$ cat src/rtl/serial_link_pkg.sv
// serial_link_pkg: shared serial link sizes, PHY/beat types and beats-per-flit helper
package serial_link_pkg;
  localparam int DefNumLanes = 8;
  localparam int DefDdrEn = 1;
  localparam int DefBeatWidth = DefNumLanes * (1 + DefDdrEn);
  typedef logic [DefNumLanes-1:0] phy_data_t;
  typedef logic [DefBeatWidth-1:0] beat_t;
  function automatic int beats_per_flit(input int flit_w, input int beat_w);
    return (flit_w + beat_w - 1) / beat_w;
  endfunction
endpackage

$ cat src/rtl/serial_link_rx_deserializer.sv
// serial_link_rx_deserializer: positional reassembly of PHY RX beats into flits behind one output register
module serial_link_rx_deserializer
  import serial_link_pkg::*;
#(
  parameter int NumLanes = DefNumLanes,
  parameter int DdrEn = DefDdrEn,
  parameter int FlitWidth = 64,
  localparam int BeatWidth = NumLanes * (1 + DdrEn),
  localparam int BeatsPerFlit = beats_per_flit(FlitWidth, BeatWidth),
  localparam int IdxW = $clog2(BeatsPerFlit + 1)
) (
  input  logic                 clk_i,
  input  logic                 rst_ni,
  input  logic                 clear_i,
  input  logic [BeatWidth-1:0] beat_i,
  input  logic                 beat_valid_i,
  output logic                 beat_ready_o,
  output logic [FlitWidth-1:0] flit_o,
  output logic                 flit_valid_o,
  input  logic                 flit_ready_i,
  output logic [IdxW-1:0]      beat_idx_o,
  output logic [15:0]          flit_cnt_o
);
  logic [IdxW-1:0] idx_q, idx_d;
  logic [FlitWidth-1:0] asm_q, asm_d, asm_w, out_q, out_d;
  logic out_valid_q, out_valid_d;
  logic [15:0] cnt_q, cnt_d;
  logic last, acc, load, drain;
  always_comb begin
    asm_w = asm_q;
    for (int b = 0; b < FlitWidth; b++)
      if (b / BeatWidth == int'(idx_q)) asm_w[b] = beat_i[b % BeatWidth];
    last = idx_q == IdxW'(BeatsPerFlit - 1);
    beat_ready_o = clear_i | ~last | ~out_valid_q | flit_ready_i;
    acc = beat_valid_i & beat_ready_o & ~clear_i;
    load = acc & last;
    drain = out_valid_q & flit_ready_i & ~clear_i;
    idx_d = clear_i | load ? '0 : acc ? idx_q + 1'b1 : idx_q;
    asm_d = clear_i | load ? '0 : acc ? asm_w : asm_q;
    out_d = clear_i ? '0 : load ? asm_w : out_q;
    out_valid_d = ~clear_i & (load | (out_valid_q & ~flit_ready_i));
    cnt_d = drain & ~&cnt_q ? cnt_q + 16'd1 : cnt_q;
  end
  always_ff @(posedge clk_i or negedge rst_ni)
    if (!rst_ni) begin
      idx_q <= '0;
      asm_q <= '0;
      out_q <= '0;
      out_valid_q <= 1'b0;
      cnt_q <= '0;
    end else begin
      idx_q <= idx_d;
      asm_q <= asm_d;
      out_q <= out_d;
      out_valid_q <= out_valid_d;
      cnt_q <= cnt_d;
    end
  assign flit_o = out_q;
  assign flit_valid_o = out_valid_q;
  assign beat_idx_o = idx_q;
  assign flit_cnt_o = cnt_q;
endmodule

$ cat config.mk
export PLATFORM = sky130hd
export DESIGN_NAME = serial_link_rx_deserializer
export DESIGN_NICKNAME = d
export VERILOG_FILES = /design/src/rtl/serial_link_pkg.sv /design/src/rtl/serial_link_rx_deserializer.sv
export SDC_FILE = /design/constraint.sdc
export NUM_CORES = 1
export LEC_CHECK = 0
export ABC_CLOCK_PERIOD_IN_PS = 2800
export CAP_MARGIN = 20
export CORE_MARGIN = 5
export CORE_UTILIZATION = 52
export CTS_CLUSTER_SIZE = 8
export DETAILED_ROUTE_END_ITERATION = 8
export PLACE_DENSITY = 0.79
export REMOVE_ABC_BUFFERS = 1
export SLEW_MARGIN = 25
export SYNTH_ARGS = -nofsm -noshare
export SYNTH_HDL_FRONTEND = slang
export SYNTH_SLANG_ARGS = --single-unit
export TNS_END_PERCENT = 30
$ cat constraint.sdc
create_clock -name clk_i -period 2.8 [get_ports clk_i]
set_clock_uncertainty 0.15 [all_clocks]
set_input_delay 0.56 -clock clk_i [delete_from_list [all_inputs] [get_ports clk_i]]
set_output_delay 0.56 -clock clk_i [all_outputs]
set_load 0.02 [all_outputs]
==> results.md, run 1 <==
- Crit start category: flop
- Cell Pwr Density: about 630 mW/mm^2
- Met3 wire length: 950 um
- Worst Setup SP: beat_idx_o[0]
- FF-to-FF path depth: 8
- DP Cell Count: 728
- Synth Warn #: 0
- Peak VDD IR: 0.433 mV
- Mapped Cells: 495
- Synth unique cells: 31
- Maxcap violations: 0
- Crit end category: primary output
- Vias in the first global route: roughly 4800
- Status: complete, no violations
- Full die area: 0.0133 sq mm
- LEAKAGE: 0.00367 uW
- First-pass GRT wire length: 25200 um
- Max clock buf depth: 2
- Peak Freq: between 300 and 400 MHz
- Worst-Skew Late Latency: 0.51 ns
- Multi-input logic area: 0.00233 sq mm
- Nets@finish: ~640
- Drt drc: 0
- Final hold violation count: 0
- Final wirelength: 15200 um
- CTS tree: done
- Drt wl/cell: 20.0 um
- Detailed placement HPWL: 9800 um
- Die H: approximately 120 um
- Met2 routed WL: 7530 um
- DRT iter0 DRCs: 470
- Drt pass-1 iters: 8
- IO buf count: around 110
- Gr ovfl total: 0
- Global placement routability congestion: 0.805
- Layout cells sized above 1: 0.116
- RSZ-0062 raised after global routing: false
- Worst hold path cell count: 2
- Post-DRT Antenna Nets: 0
- Relative slew slack: 0.522
- Core footprint: 0.0109 sq mm
- Clock-pin slew on the worst setup and hold paths: 0.06 ns
- Non-Filler Instances: 761
- Area after DPL: around 0.0071 sq mm
- Setup TNS: 0 ns
- Hold Slack: approximately 0.32 ns
- Final Cell Area: about 0.0078 sq mm
- Critical-path cell list: ha_1 > ha_2 > or3b_2 > clkbuf_2
- Total track usage: 0.241
- Antenna cells: 0
- Initial antenna violation count: 0
- CTS Sinks: 132
- Synth Register Bits: ~130
- Min cycle time layout: 2.62 ns
- Largest net degree at the start of global routing: 63
- Root Buffer: clkbuf_8
- H-tree levels: 4
- CP top delay family: simple AND/OR/NAND/NOR gates
- Worst path bufs/invs: 1
- Top FF cell, synth: dfrtp_1
- Fillers: 783
- WL met1: 6610 um
- Worst EP required: 2.09 ns
- Die W: roughly 120 um
- Post-synth top area share: 0.571
- CTS buffer count: 17
- CP Max Fanout: 5
- Syn avg cell area: 11.7 sq um
- Critical Path Max Stage Delay: 0.45 ns
- Most common cell in the synthesized netlist: dfrtp_1
- Seq/Total Area, Yosys: 0.571
- Hold Path Origin: clear_i
- Critical path class: reg -> out
- Pwr Total: 4890 uW
- Vias per cell: about 5.9
- Top routing layer in use: met4
- Synth-to-layout area growth: 35.2%
- Initial Util: 0.531
- Via count: 4506
- WP depth: 4
- Worst Path Arrival: 1.91 ns
- Ranking of synthesized cells by area: dfrtp_1, mux2i_1, nand3b_1
- Number of enable flip-flop cells after synthesis: 0
- Worst min path class: in -> reg
- Worst slew pin tran: 0.718 ns
- Most common library cells after synthesis: dfrtp_1, nand3b_1, mux2i_1, o21ai_0, a22o_1
- Core Rows: 38
- Final setup viols: 0
- Crit-path slowest cell: or3b_2
- Max-slew violation count: 0
- RR Startpoint: beat_idx_o[0]
- Synth area leader: dfrtp_1
- Synth Cell Area: 0.00578 sq mm
- Register area: between 0.003 and 0.004 sq mm
- Post-synth ARST share: 1.00
- Tcrit/Tclk final: 0.937
- IO Count: roughly 110
## routing by layer
layer,vias to the layer above,track usage
li1,2019,-
met1,2303,0.330
met3,10,0.0569
met4,0,0.0556
met5,-,0
met2,174,0.395
## where the power goes
part	internal, uW	switching (uW)
combinational	185	241
sequential	1950	27.5
clock	1680	804
## stage by stage
stage	worst slack, ns	util
floorplan	-0.737	-
global placement	-0.0575	0.655
detailed placement	-0.0590	0.655
CTS	0.00881	0.718
global route	0.0983	0.718
finish	0.178	0.718
## placed cells by master (no fill, tap or decap), types with 9 or more instances in the layout
cell / synthesis / layout
nand3b_1: 65 / 65
xnor2_1: 12 / 12
clkbuf_16: 0 / 16
nand2_1: 36 / 36
a22o_1: 48 / 48
buf_4: 0 / 21
clkdlybuf4s50_1: 0 / 102
inv_1: 9 / 9
dfrtp_1: 132 / 132
nand3_1: 11 / 10
mux2i_1: 49 / 49
o21ai_0: 49 / 49
## state kept, by name, indices dropped and copies added, names as in the netlist
name,flops
flit_o,64
asm_q,48
flit_cnt_o,16
beat_idx_o,3
flit_valid_o,1
## layout make-up
class,instances,area share
Timing Repair Buffer,132,0.168
Multi-Input combinational cell,318,0.299
Clock buffer,20,0.0583
Inverter,9,0.00432
Tap cell,140,0.0224
Clock inverter,10,0.0259
Sequential cell,132,0.423
## what timing repair did
action | in CTS | in global routing
endpoints found under the setup margin | 1 | 1
endpoints found under the hold margin | 51 | 0
pin swaps | 0 | 0
hold buffers | 1 | 0
setup buffers | 2 | 0
gates resized for setup | 3 | 1
## worst paths after layout
check,slack [ns],endpoint
setup / recovery,0.18,beat_ready_o
hold / removal,0.32,flit_valid_o
setup reg to reg,0.56,asm_q[2]
hold reg to reg,0.35,flit_cnt_o[12]
max in group asynchronous,1.36,flit_cnt_o[0]
min in group asynchronous,0.41,flit_cnt_o[10]
## worst reg2reg max path: cells and delay by family, from the launching register on
| family | cells | cell delay, ns |
|---|---|---|
| and+or+nand+nor | 1 | 0.48 |
| AOI/OAI and AO/OA | 2 | 0.38 |
| adders and majority gates | 1 | 0.19 |
| DFF | 1 | 0.37 |
| buffers and inverters | 4 | 0.61 |
## cell families (layout without fill, tap and decap cells)
family          Yosys count  count (layout)  synth area share
xor+xnor                 15              15            0.0227
buf+inv                  45             171            0.0307
mux                      50              50            0.0874
compound gates          103             103             0.121
simple gates            144             144             0.154
flops                   132             132             0.571
fa+ha+maj                 6               6            0.0130
No activity file was read; power rests on OpenSTA's default activity.
==> inputs of run 2 (changes only) <==
--- a/config.mk
+++ b/config.mk
@@ -7,6 +7,7 @@
 export LEC_CHECK = 0
 export ABC_CLOCK_PERIOD_IN_PS = 2800
 export CAP_MARGIN = 20
+export CORE_ASPECT_RATIO = 0.5
 export CORE_MARGIN = 5
 export CORE_UTILIZATION = 52
 export CTS_CLUSTER_SIZE = 8
==> run 2 against run 1 <==
Net effect: setup slack worse by 0.051 ns; sequential share of layout area is 0.44 points higher; clock power is 4% lower; final cell count is 0.92% higher; first-iteration DRC count is 26% lower; wire length is 3.2% lower; critical path type unchanged; critical endpoint unchanged.
==> results.md, run 2 (synthesized netlist as in run 1, its figures left out) <==
- Register area: 0.00330 sq mm (unchanged)
- Post-DRT Antenna Nets: 0 (unchanged)
- DRT iter0 DRCs: 347 (was 470)
- Setup TNS: 0 ns (unchanged)
- Non-Filler Instances: 768 (was 761)
- Final wirelength: 14700 um (was 15200 um)
- Core Util, Final: 0.707 (was 0.718)
- Crit-path slowest cell: or3b_2 (unchanged)
- CP top delay family: simple AND/OR/NAND/NOR gates (unchanged)
- CTS tree: done (unchanged)
- LEAKAGE: 0.00362 uW (was 0.00367 uW)
- Root Buffer: clkbuf_16 (was clkbuf_8)
- CP Max Fanout: 5 (unchanged)
- Peak VDD IR: 0.421 mV (was 0.433 mV)
- Sequential share of power: 0.415 (was 0.404)
- Max-slew violation count: 0 (unchanged)
- Layout cells sized above 1: 0.109 (was 0.116)
- Vias per cell: 5.75 (was 5.92)
- Core Rows: 27 (was 38)
- Gr ovfl total: 0 (unchanged)
- Worst Path Arrival: 1.96 ns (was 1.91 ns)
- Drt wl/cell: 19.2 um (was 20.0 um)
- Switching share of power: 0.239 (was 0.219)
- Worst path bufs/invs: 1 (unchanged)
- Clock Power Share: 0.500 (was 0.509)
- Multi-input logic area: 0.00232 sq mm (was 0.00233 sq mm)
- Peak Freq: 374 MHz (was 381 MHz)
- Post CTS Setup Buffer Count: 0 (was 2)
- Status: complete, no violations (unchanged)
- Switching power total: 1140 uW (was 1070 uW)
- DP Cell Count: 735 (was 728)
- Relative slew slack: 0.554 (was 0.522)
- RSZ-0062 raised after global routing: false (unchanged)
- Clock-pin slew on the worst setup and hold paths: 0.06 ns (about the same)
- Drt drc: 0 (unchanged)
- First-pass GRT wire length: 24500 um (was 25200 um)
- Internal: 3630 uW (was 3820 uW)
- Initial antenna violation count: 0 (unchanged)
- Worst slew pin tran: 0.669 ns (was 0.718 ns)
- CTS Sinks: 132 (unchanged)
- Final hold violation count: 0 (unchanged)
- Via count: 4419 (was 4506)
- Max clock buf depth: 2 (unchanged)
- Worst EP required: 2.09 ns (about the same)
- Most frequent cells in the layout: dfrtp_1, clkdlybuf4s50_1, nand3b_1, o21ai_0, mux2i_1 (unchanged)
- IO Count: 106 (unchanged)
- IO buf count: 105 (unchanged)
- Min cycle time layout: 2.67 ns (was 2.62 ns)
- Worst-Skew Late Latency: 0.41 ns (was 0.51 ns)
- Crit end category: primary output (unchanged)
- CP most frequent cell: ha_1
- Worst min path class: reg -> reg (was in -> reg)
- Die W: 159 um (was 115 um)
- Reg2Reg Setup Slack: 0.55 ns (was 0.56 ns)
- Fillers: 779 (was 783)
- Max reg flops: 64 (unchanged)
- Antenna cells: 0 (unchanged)
- Global placement routability congestion: 0.847 (was 0.805)
- Synth-to-layout area growth: 33.8% (was 35.2%)
- Detailed placement HPWL: 9340 um (was 9800 um)
- Final setup viols: 0 (unchanged)
- Largest net degree at the start of global routing: 74 (was 63)
- Tcrit/Tclk final: 0.955 (was 0.937)
- Die H: 84.6 um (was 115 um)
- Critical-path cell list: ha_1 > ha_1 > or3b_2 > dlygate4sd2_1 (was ha_1 > ha_2 > or3b_2 > clkbuf_2)
- Total track usage: 0.227 (was 0.241)
- Critical path class: reg -> out (unchanged)
- Commonest non-fill, non-tap cell in the layout: dfrtp_1 (unchanged)
- Critical Path Max Stage Delay: 0.45 ns (about the same)
- Core footprint: 0.0109 sq mm (about the same)
- H-tree levels: 4 (unchanged)
- Crit start category: flop (unchanged)
- Maxcap violations: 0 (unchanged)
- Nets@finish: 637 (unchanged)
- CTS buffer count: 17 (unchanged)
- Cell Pwr Density: 616 mW/mm^2 (was 626 mW/mm^2)
- Comb power frac: 0.085 (was 0.087)
- Initial Util: 0.528 (was 0.531)
- Drt pass-1 iters: 5 (was 8)
- Vias in the first global route: 4451 (was 4756)
- Full die area: 0.0135 sq mm (was 0.0133 sq mm)
==> run 2: layout make-up <==
class	instances	area share
Clock buffer	18	0.0555
Timing Repair Buffer	132	0.163
Multi-Input combinational cell	318	0.300
Tap cell	145	0.0235
Sequential cell	132	0.427
Clock inverter	14	0.0259
Inverter	9	0.00437
==> run 2: through the flow <==
| step | power, uW | setup WS [ns] | hold slack (ns) | instance area [sq um] |
|---|---|---|---|---|
| after floorplan | 2200 | -0.737 | 0.114 | 5640 |
| after global placement | 2410 | -0.0162 | 0.332 | 7100 |
| after detailed placement | 2420 | -0.0436 | 0.332 | 7100 |
| after CTS | 4780 | 0.111 | 0.347 | 7730 |
| after global routing | 4920 | 0.0487 | 0.361 | 7730 |
| final | 4770 | 0.127 | 0.345 | 7730 |
==> run 2: final timing paths <==
kind | start | to | cells past startpoint
worst max-delay path | beat_idx_o[0] | beat_ready_o | 4
worst min-delay path | asm_q[42] | asm_q[42] | 1
worst max register to register | beat_idx_o[0] | asm_q[12] | 8
worst min register to register | asm_q[42] | asm_q[42] | 1
max in group asynchronous | rst_ni | asm_q[39] | 3
min in group asynchronous | rst_ni | flit_cnt_o[3] | 2
==> run 2: power by group through the flow <==
| stage | logic, uW | clock network [uW] | registers (uW) |
|---|---|---|---|
| 4_1_cts | 410 | 2400 | 1980 |
| 6_report | 407 | 2380 | 1980 |
| 5_1_grt | 443 | 2500 | 1980 |
| 3_5_place_dp | 405 | 0 | 2010 |
| 3_3_place_gp | 396 | 0 | 2010 |
| 2_1_floorplan | 182 | 0 | 2020 |
==> run 2: timing repair <==
action / 4_1_cts / 5_1_grt
hold buffers: 1 / 0
endpoints found under the hold margin: 56 / 0
gates resized for setup: 1 / 0
endpoints found under the setup margin: 1 / 0
==> run 2: routing by layer <==
layer	up-vias	routed length, um	GRT usage
li1	2014	-	-
met1	2233	6940	0.321
met2	152	6760	0.347
met3	20	813	0.0608
met4	0	194	0.0650
met5	-	0	0
==> inputs of run 3 (changes only) <==
--- a/config.mk
+++ b/config.mk
@@ -18,4 +18,3 @@
 export SYNTH_ARGS = -nofsm -noshare
 export SYNTH_HDL_FRONTEND = slang
 export SYNTH_SLANG_ARGS = --single-unit
-export TNS_END_PERCENT = 30
==> results of run 3 <==
The final DEF is identical to that of run 2; final timing and power are the same.
==> variant, RTL diff (config.mk and constraints of run 1) <==
The parameter `FlitWidth` goes from 64 to 256.
--- a/src/rtl/serial_link_rx_deserializer.sv
+++ b/src/rtl/serial_link_rx_deserializer.sv
@@ -4,7 +4,7 @@
 #(
   parameter int NumLanes = DefNumLanes,
   parameter int DdrEn = DefDdrEn,
-  parameter int FlitWidth = 64,
+  parameter int FlitWidth = 256,
   localparam int BeatWidth = NumLanes * (1 + DdrEn),
   localparam int BeatsPerFlit = beats_per_flit(FlitWidth, BeatWidth),
   localparam int IdxW = $clog2(BeatsPerFlit + 1)
Interface: changed (resized beat_idx_o and flit_o); port bits go from 106 to 300. The function was not compared with the original's and may differ.
==> variant against run 1 <==
Area after synthesis rose to 4.0 times the old value. Total power rose to 3.3 times the old value. Global-route usage up 2.3 points. Setup slack worse by 98 ps. Wire length rose to 4.2 times the old value. Design area rose to 3.6 times the old value. Sequential cell count up 386.
==> variant: results <==
set metrics [dict create \
    outcome "complete, no violations" \
    largest_reg_flops 256 \
    p_sw_frac 0.2258 \
    relSlewSlack 0.3766 \
    pg_comb_uw 869 \
    synth-seq-area-share 0.5660 \
    multi_input_area_sq_um 8618 \
    yosys-top-cells-count "dfrtp_1 (518), nor2_1 (243), a22o_1 (240), mux2i_1 (240), a211oi_1 (218)" \
    synth_cell_types 52 \
    fmax_mhz 367.6 \
    drt_iter0_drc 1437 \
    track_usage 0.2642 \
    fill_cells 3229 \
    antenna_cells 1 \
    synthTopCellsByArea "dfrtp_1 (57%), mux2i_1 (10%), a22o_1 (9.2%)" \
    cp_slowest_stage_delay_ps 780 \
    synth-compound-area-share 0.1875 \
    cts_buffer_depth 3 \
    synthCells 1875 \
    inverters 4 \
    routed_wl_microns 64340 \
    drive_above_1_share 0.1204 \
    dp.cells 2647 \
    dpl_cell_area_sq_um 26310 \
    n_tap_cell 585 \
    postCtsSetupRepairBufs 0 \
    firstDrtPassIters 7 \
    nets 2166 \
    cts_max_level 3 \
    dp_slack_ps 134.0 \
    buffer_area_frac 0.1417 \
    grt_pass1_vias 17070 \
    synth_fa_ha_area_frac 0.003278 \
    cts_root_buffer "clkbuf_16" \
    routedWlPerCell_microns 23.57 \
    p_per_area_nw_per_um2 574.3 \
    clk_share 0.06920 \
    stdcell_area_sq_um 28300 \
    ir_drop_uv 508.7 \
    vias_per_cell 6.082 \
    seq_area_sq_um 12960 \
    num-clock-buffers 78 \
    finalWeightedCongestion 0.8166 \
    insertion_delay_ps 570 \
    hold_ws_ps 134.4 \
]
## variant: path summary, 6_finish.rpt
path / startpoint / to / cells after the start
setup reg to reg: beat_idx_o[4] / asm_q[72] / 6
max in group asynchronous: rst_ni / flit_valid_o / 3
hold reg to reg: asm_q[51] / asm_q[51] / 1
hold / removal: clear_i / flit_valid_o / 2
setup / recovery: beat_idx_o[4] / beat_idx_o[4] / 1
min in group asynchronous: rst_ni / asm_q[66] / 2
## variant: layer usage
layer / GRT usage / part of all wire
met5: 0 / 0
met4: 0.08841 / 0.029
met3: 0.06127 / 0.082
met2: 0.4186 / 0.47
met1: 0.3635 / 0.42
## variant: cell families after synthesis
kind of cell	after synthesis
AO/OA/AOI/OAI	518
flip-flops	518
AND/OR/NAND/NOR	359
multiplexers	241
buffers and inverters	217
XOR/XNOR	16
adder cells (fa/ha/maj)	6
## variant: timing repair
action,CTS,global route
endpoints found under the setup margin,1,1
pin swaps,0,0
resized for setup,1,3
hold buffers,1,0
hold endpoints to repair,51,0
